[src/rtl/psum_ofifo_pkg.sv]
// Shared constants and helpers for the psum output collection buffer.
package psum_ofifo_pkg;

  localparam int unsigned COL         = 8;
  localparam int unsigned BW_PSUM     = 20;
  localparam int unsigned OFIFO_DEPTH = 16;

  // Pointer width carries one extra wrap bit so full and empty can be told apart.
  function automatic int unsigned ptr_width(input int unsigned d);
    return $clog2(d) + 1;
  endfunction

  localparam int unsigned OFIFO_PTR_W = ptr_width(OFIFO_DEPTH);

endpackage

[src/rtl/psum_fifo_lane.sv]
// Single-lane circular FIFO holding partial sums from one MAC column.
module psum_fifo_lane
  import psum_ofifo_pkg::*;
#(
  parameter int unsigned bw_psum = BW_PSUM,
  parameter int unsigned depth   = OFIFO_DEPTH
) (
  input  logic               clk,
  input  logic               reset,
  input  logic               wr,
  input  logic               rd,
  input  logic [bw_psum-1:0] in,
  output logic [bw_psum-1:0] out_head,
  output logic               empty,
  output logic               full
);

  localparam int unsigned pw = ptr_width(depth);
  localparam int unsigned aw = pw - 1;

  logic [pw-1:0]      wr_ptr;
  logic [pw-1:0]      rd_ptr;
  logic [bw_psum-1:0] mem [depth];
  logic               do_wr;

  assign empty    = (wr_ptr == rd_ptr);
  assign full     = (wr_ptr[aw-1:0] == rd_ptr[aw-1:0]) && (wr_ptr[aw] != rd_ptr[aw]);
  assign out_head = mem[rd_ptr[aw-1:0]];

  // A concurrent pop frees a slot, so a full lane may still accept this write.
  // rd is only ever asserted by the top when every lane is non-empty.
  assign do_wr = wr && (!full || rd);

  // Pointer update; the wrap bit toggles naturally on overflow of the low bits.
  always_ff @(posedge clk or posedge reset) begin
    if (reset) begin
      wr_ptr <= '0;
      rd_ptr <= '0;
    end else begin
      if (do_wr) wr_ptr <= wr_ptr + {{aw{1'b0}}, 1'b1};
      if (rd)    rd_ptr <= rd_ptr + {{aw{1'b0}}, 1'b1};
    end
  end

  // Storage array, not reset; validity is tracked by the pointers alone.
  always_ff @(posedge clk) begin
    if (do_wr) mem[wr_ptr[aw-1:0]] <= in;
  end

endmodule

[src/rtl/psum_ofifo.sv]
// Per-column psum FIFOs that release one column-aligned word once every lane has data.
module psum_ofifo
  import psum_ofifo_pkg::*;
#(
  parameter int unsigned col     = COL,
  parameter int unsigned bw_psum = BW_PSUM,
  parameter int unsigned depth   = OFIFO_DEPTH
) (
  input  logic                     clk,
  input  logic                     reset,
  input  logic [col-1:0]           wr,
  input  logic [col*bw_psum-1:0]   in,
  input  logic                     rd,
  output logic [col*bw_psum-1:0]   out,
  output logic                     out_valid,
  output logic                     o_valid,
  output logic                     o_full,
  output logic                     o_ready,
  output logic                     o_overflow
);

  logic [col-1:0]         lane_empty;
  logic [col-1:0]         lane_full;
  logic [col*bw_psum-1:0] lane_head;
  logic                   pop;
  logic                   drop;

  for (genvar i = 0; i < col; i++) begin : g_lane
    psum_fifo_lane #(
      .bw_psum (bw_psum),
      .depth   (depth)
    ) u_lane (
      .clk      (clk),
      .reset    (reset),
      .wr       (wr[i]),
      .rd       (pop),
      .in       (in[i*bw_psum +: bw_psum]),
      .out_head (lane_head[i*bw_psum +: bw_psum]),
      .empty    (lane_empty[i]),
      .full     (lane_full[i])
    );
  end

  assign o_valid = &(~lane_empty);
  assign o_full  = |lane_full;
  assign o_ready = ~o_full;
  assign pop     = rd && o_valid;
  // Only a pop in the same cycle can rescue a write to a full lane.
  assign drop    = (|(wr & lane_full)) && !pop;

  // Output word register, one-cycle valid pulse, and sticky overflow flag.
  always_ff @(posedge clk or posedge reset) begin
    if (reset) begin
      out        <= '0;
      out_valid  <= 1'b0;
      o_overflow <= 1'b0;
    end else begin
      out_valid <= pop;
      if (pop)  out        <= lane_head;
      if (drop) o_overflow <= 1'b1;
    end
  end

endmodule
[config.mk]
export PLATFORM = sky130hd
export DESIGN_NAME = psum_ofifo
export DESIGN_NICKNAME = d
export VERILOG_FILES = /design/src/rtl/psum_ofifo_pkg.sv /design/src/rtl/psum_fifo_lane.sv /design/src/rtl/psum_ofifo.sv
export SDC_FILE = /design/constraint.sdc
export NUM_CORES = 2
export LEC_CHECK = 0
export ABC_AREA = 1
export CAP_MARGIN = 20
export CORE_MARGIN = 2
export CORE_UTILIZATION = 45
export CTS_CLUSTER_SIZE = 24
export DETAILED_ROUTE_END_ITERATION = 10
export MAX_ROUTING_LAYER = met4
export RECOVER_POWER = 50
export SLEW_MARGIN = 20
export SYNTH_ARGS = -nofsm -noshare
export SYNTH_HDL_FRONTEND = slang
export SYNTH_SLANG_ARGS = --single-unit
export TNS_END_PERCENT = 1
[constraint.sdc]
create_clock -name clk -period 20.5 [get_ports clk]
set_input_delay 4.1 -clock clk [delete_from_list [all_inputs] [get_ports clk]]
set_output_delay 4.1 -clock clk [all_outputs]
set_load 0.005 [all_outputs]
# Word-level counts from Yosys, hierarchy flattened
# Memories as Yosys holds them, arrays and structs flattened. A register that Yosys moved wholly into a read port is not among the register bits.
# Cells that the tools add are included.
# Widths: inputs -> output; s select.
# totals
mem_count	8
elab_cells	123
in_bits	171
reg_bits	82
out_inout_bits	165
ram_bits	2560
# classes
bitwise	3
n_eq_ne	24
reduce_logical	38
addsub	16
muxes	16
# memory_table
name	words	width	read_ports	rd_ports_with_merged_regs	wr	line	source
g_lane[0].u_lane.mem	16	20	1	1	1	psum_fifo_lane.sv:23	logic [bw_psum-1:0] mem [depth];
g_lane[1].u_lane.mem	16	20	1	1	1	psum_fifo_lane.sv:23	
g_lane[2].u_lane.mem	16	20	1	1	1	psum_fifo_lane.sv:23	
g_lane[3].u_lane.mem	16	20	1	1	1	psum_fifo_lane.sv:23	
g_lane[4].u_lane.mem	16	20	1	1	1	psum_fifo_lane.sv:23	
g_lane[5].u_lane.mem	16	20	1	1	1	psum_fifo_lane.sv:23	
2 more memories	--	--	--	--	--	--	
# op_table
operator	count
$add 5x1->5 const B	16
$eq 5x5->1	8
$eq 4x4->1	8
$logic_and 1x1->1	18
$mux 1	16
$reduce_or 8->1	2
$logic_not 1->1	9
$and 8x8->8	1
$logic_or 1x1->1	8
$ne 1x1->1	8
$not 8->8	1
$reduce_and 8->1	1
$not 1->1	1

# Logic depth before layout (Yosys ltp)
# logic_depth
depth_word	8
ltp_mapped	15
mapped_depth_nobuf	12

# Hierarchy
# Synthesis repeated with hierarchy kept, for this count alone.
# hier_totals
hier_cells	9378
hier_area_um2	113630.2
# modules_own_cells
mod	area_each_um2	n_inst	cells_per_inst	seq_area_each_um2
psum_fifo_lane (g_lane[0].u_lane ...)	13402.9	6	1081	9859.5
psum_fifo_lane (g_lane[7].u_lane)	13386.6	1	1081	9859.5
psum_fifo_lane (g_lane[6].u_lane)	13351.6	1	1081	9859.5
psum_ofifo	6475.0	1	730	4053.9

# Worst setup path before layout
# Ideal clock, no wire load.
# synth_timing
kind	input -> register
start	in rd
end	mem g_lane[3].u_lane.mem[12][0] (netlist bit), enable pin
required_time_ns	20.103
cell_stages	6
setup_time_ns	0.397
slack_ns	14.561
t_arrival_ns	5.543
n_path_buf	2
path_cell_list	nand3_4 buf_6 nand2_4 nand2_1 buf_2 nor2_1
# synth_between
elab_chain_len	5
# synth_lines
element	line	source
start, declared	psum_ofifo.sv:13	input logic rd,
$logic_and 1x1->1	psum_ofifo.sv:47	assign pop = rd && o_valid;
$logic_or 1x1->1	psum_fifo_lane.sv:32	assign do_wr = wr && (!full || rd);
$logic_and 1x1->1	psum_fifo_lane.sv:32	
$mux 1	psum_fifo_lane.sv:47	if (do_wr) mem[wr_ptr[aw-1:0]] <= in;
$mux 1 (not written as such)	psum_fifo_lane.sv:47	
end, declared	psum_fifo_lane.sv:23	
# Every way passes these cells.

==> metrics.txt <==
initial DRC count=between 7,000 and 8,000; Wirelength per Cell=23.8 um; cells on worst reg2reg path=13; starting density of the core=between 40 and 50%; clock share of power=28.3%; Critical Path Start Type=primary input; CP top delay family=buffers and inverters; CP max FO=between 60 and 70; final instance area=126,000 um2; final WL=291,000 um; Area after DPL=116,000 um2; placed insts=around 12,000; post-synth top area share=69.8%; full die area=249,000 um2; area leader, netlist=edfxtp_1; critical path arrival=just under 10 ns; initial antenna violation count=43; period utilization=51.5%; worst setup path endpoint=g_lane[0].u_lane.rd_ptr[0]$_DFFE_PP0N_; global router's overall resource usage=23.6%; total CTS buffers=about 310; critical path class=in2async; CTS tree=done; Worst EP required=slightly below 20 ns; CTS H-Tree Depth=5; Layout area overhead=14.7%; first-pass GRT wire length=433,000 um; count leader, synth=edfxtp_1; final hold violation count=0; Final TNS setup=0 ns; fin worst setup slack=between 9 and 10 ns; failing checks=capacitance limit, slew limit; relative slew slack=-197%; total of max-cap violations=12; first drt pass iteration count=6; vias=70,000; Min-Delay Path Class=reg2reg; Worst setup startpoint=reset; Syn Inst Count=8,590; Worst Max-Slew Pin Slew=approximately 4.4 ns; Yosys reg bits=2,802; Ys Warns=0; global route overflow=0; Crit Reg-Reg Startpoint=g_lane[6].u_lane.rd_ptr[0]$_DFFE_PP0N_; Max VDD drop=approximately 0.00019 V; number of routed nets with antenna violations=0; Clock transition at path regs=around 0.060 ns; overall power=roughly 19 mW; FP Rows=roughly 180; pre-CTS WS=12.22 ns; reg-to-reg setup timing slack=12.39 ns; cells along the critical path=dlygate4sd3_1 > clkinvlp_2 > clkbuf_1; Hold Slack=0.480 ns; global placement routability congestion=between 0.8 and 0.9; Ports=336; number of synthesized flops with an enable pin=2,560; Post-Syn Nets=8,801; DR DRC count=0; switching power=6.93 mW; Core Area=243,000 um2; Post-CTS Setup Inserts=0; Clock Tree Root=clkbuf_16; share of cells above drive strength 1=7.85%; outcome=finished, violations left; final net count=9,002; Max Root-Sink Buffers=4; Crit path largest cell delay=3.22 ns; LEAKAGE=42.2 nW; clk_skew=a little under 0.08 ns; chip height=~500 um; Util after Layout=about 52%; Post-DP HPWL=169,000 um; clock sink total=2,802; die extent in x=around 500 um; Final setup viols=0; asr flop ratio synth=8.64%; sequential area share after synthesis=75.3%; sw frac=36.9%; Skew-Pair Late Insertion Delay=0.93 ns; vias in the first global route=67,300; unrepaired setup endpoints after global routing=false; Post-Syn Area=110,000 um2; Peak Freq=94.8 MHz; internal power=between 10 and 15 mW; largest net degree at the start of global routing=128; Sequential Power Share=roughly two fifths; hold_buf cts=0; Worst path slowest cell=clkbuf_1; Tmin final=~11 ns; P per Cell Area=149 nW/um2; # resized after CTS=0; final slew viol count=503; RR Endpoint=g_lane[1].u_lane.mem[1][2]$_DFFE_PP_; top post-synthesis cells by count=2,560 x edfxtp_1, 1,491 x nor2_1, 1,296 x o21ai_0; port bufs=335; vias per inst=5.71; largest cells by area after synthesis=edfxtp_1 70%, o21ai_0 5.9%, dfrtp_1 5.5%; Synth cell types=28; Levels on crit path=3; Final Non-Filler Cells=approximately 12,000; Critical path buffers and inverters=3; Mean Syn Cell Area=approximately 13 um2; top_reg_cell synth=edfxtp_1; power share of the combinational group=32.1%; Setup crit end kind=async pin
power groups by stage:
stage,Sequential [mW],Clock [mW],Combinational [mW]
4_1_cts,7.46,5.40,6.04
5_1_grt,7.53,5.61,6.65
3_3_place_gp,7.56,0,5.93
3_5_place_dp,7.57,0,6.02
6_report,7.45,5.31,6.02
2_1_floorplan,7.27,0,3.90
worst register-to-register path, stage by stage, from the launching register on:
cell	delay [ns]
dfrtp_4	1.08
inv_4	0.64
nand2_1	0.20
nand2_1	0.06
nor2_1	0.17
nand3_1	0.11
nand2_1	0.22
nor2_2	0.17
nand3_4	0.11
clkbuf_1	2.39
buf_4	1.01
nand2_1	0.33
nand2_2	0.77
nor2_2	0.43
cell usage in the layout, fill, tap and decap left out, drive strengths merged:
cell / instances
edfxtp: 2560
nor2: 1493
o21ai: 1296
nand2: 1189
clkbuf: 428
nand3: 392
o22ai: 322
o221ai: 320
dfrtp: 242
clkdlybuf4s50: 173
dlygate4sd3: 162
inv: 113
buf: 110
clkinv: 92
ha: 40
xor2: 37
diode: 27
bufinv: 19
xnor2: 14
nor3: 9
clkinvlp: 8
a21oi: 1
o2111ai: 1
nand2b: 1
a21o: 1
cell families after synthesis:
group / Yosys count / share of synthesized area, %
fa+ha+maj: 40 / 0.455
flops: 2802 / 75.3
buf+inv: 672 / 2.51
xor+xnor: 51 / 0.406
compound gates: 1941 / 10.3
simple gates: 3084 / 11.0
how the worst min path moves through the flow:
| stage | start | end | cells after the start |
|---|---|---|---|
| floorplan | o_overflow$_DFFE_PP0P_ | o_overflow$_DFFE_PP0P_ | 1 |
| global placement | out[131]$_DFFE_PP0N_ | out[131]$_DFFE_PP0N_ | 2 |
| detailed placement | out[30]$_DFFE_PP0N_ | out[30]$_DFFE_PP0N_ | 2 |
| CTS | out[30]$_DFFE_PP0N_ | out[30]$_DFFE_PP0N_ | 2 |
| global route | out[30]$_DFFE_PP0N_ | out[30]$_DFFE_PP0N_ | 2 |
| finish | out[131]$_DFFE_PP0N_ | out[131]$_DFFE_PP0N_ | 2 |
layout make-up:
type | instances | area [um2]
Clock inverter | 129 | 1160
Antenna cell | 27 | 67.6
Inverter | 103 | 415
Tap cell | 3202 | 4010
Multi-Input combinational cell | 5116 | 25000
Timing Repair Buffer | 457 | 4270
Sequential cell | 2802 | 83000
Fill cell | 20400 | 117000
Clock buffer | 416 | 8420
per-layer routing:
layer	global-route usage, %	part of all wire [%]	vias to the layer above
met1	32.3	43	35100
met5	-	0	-
met2	36.4	47	2499
met4	7.29	3.0	0
li1	-	-	31900
met3	3.85	7.0	506
state kept, by name (all words and copies together) (netlist names):
register / count
o_overflow: 1
out: 160
g_lane.u_lane.mem: 2560
g_lane.u_lane.wr_ptr: 40
g_lane.u_lane.rd_ptr: 40
out_valid: 1
No activity file was read; power rests on OpenSTA's default activity.
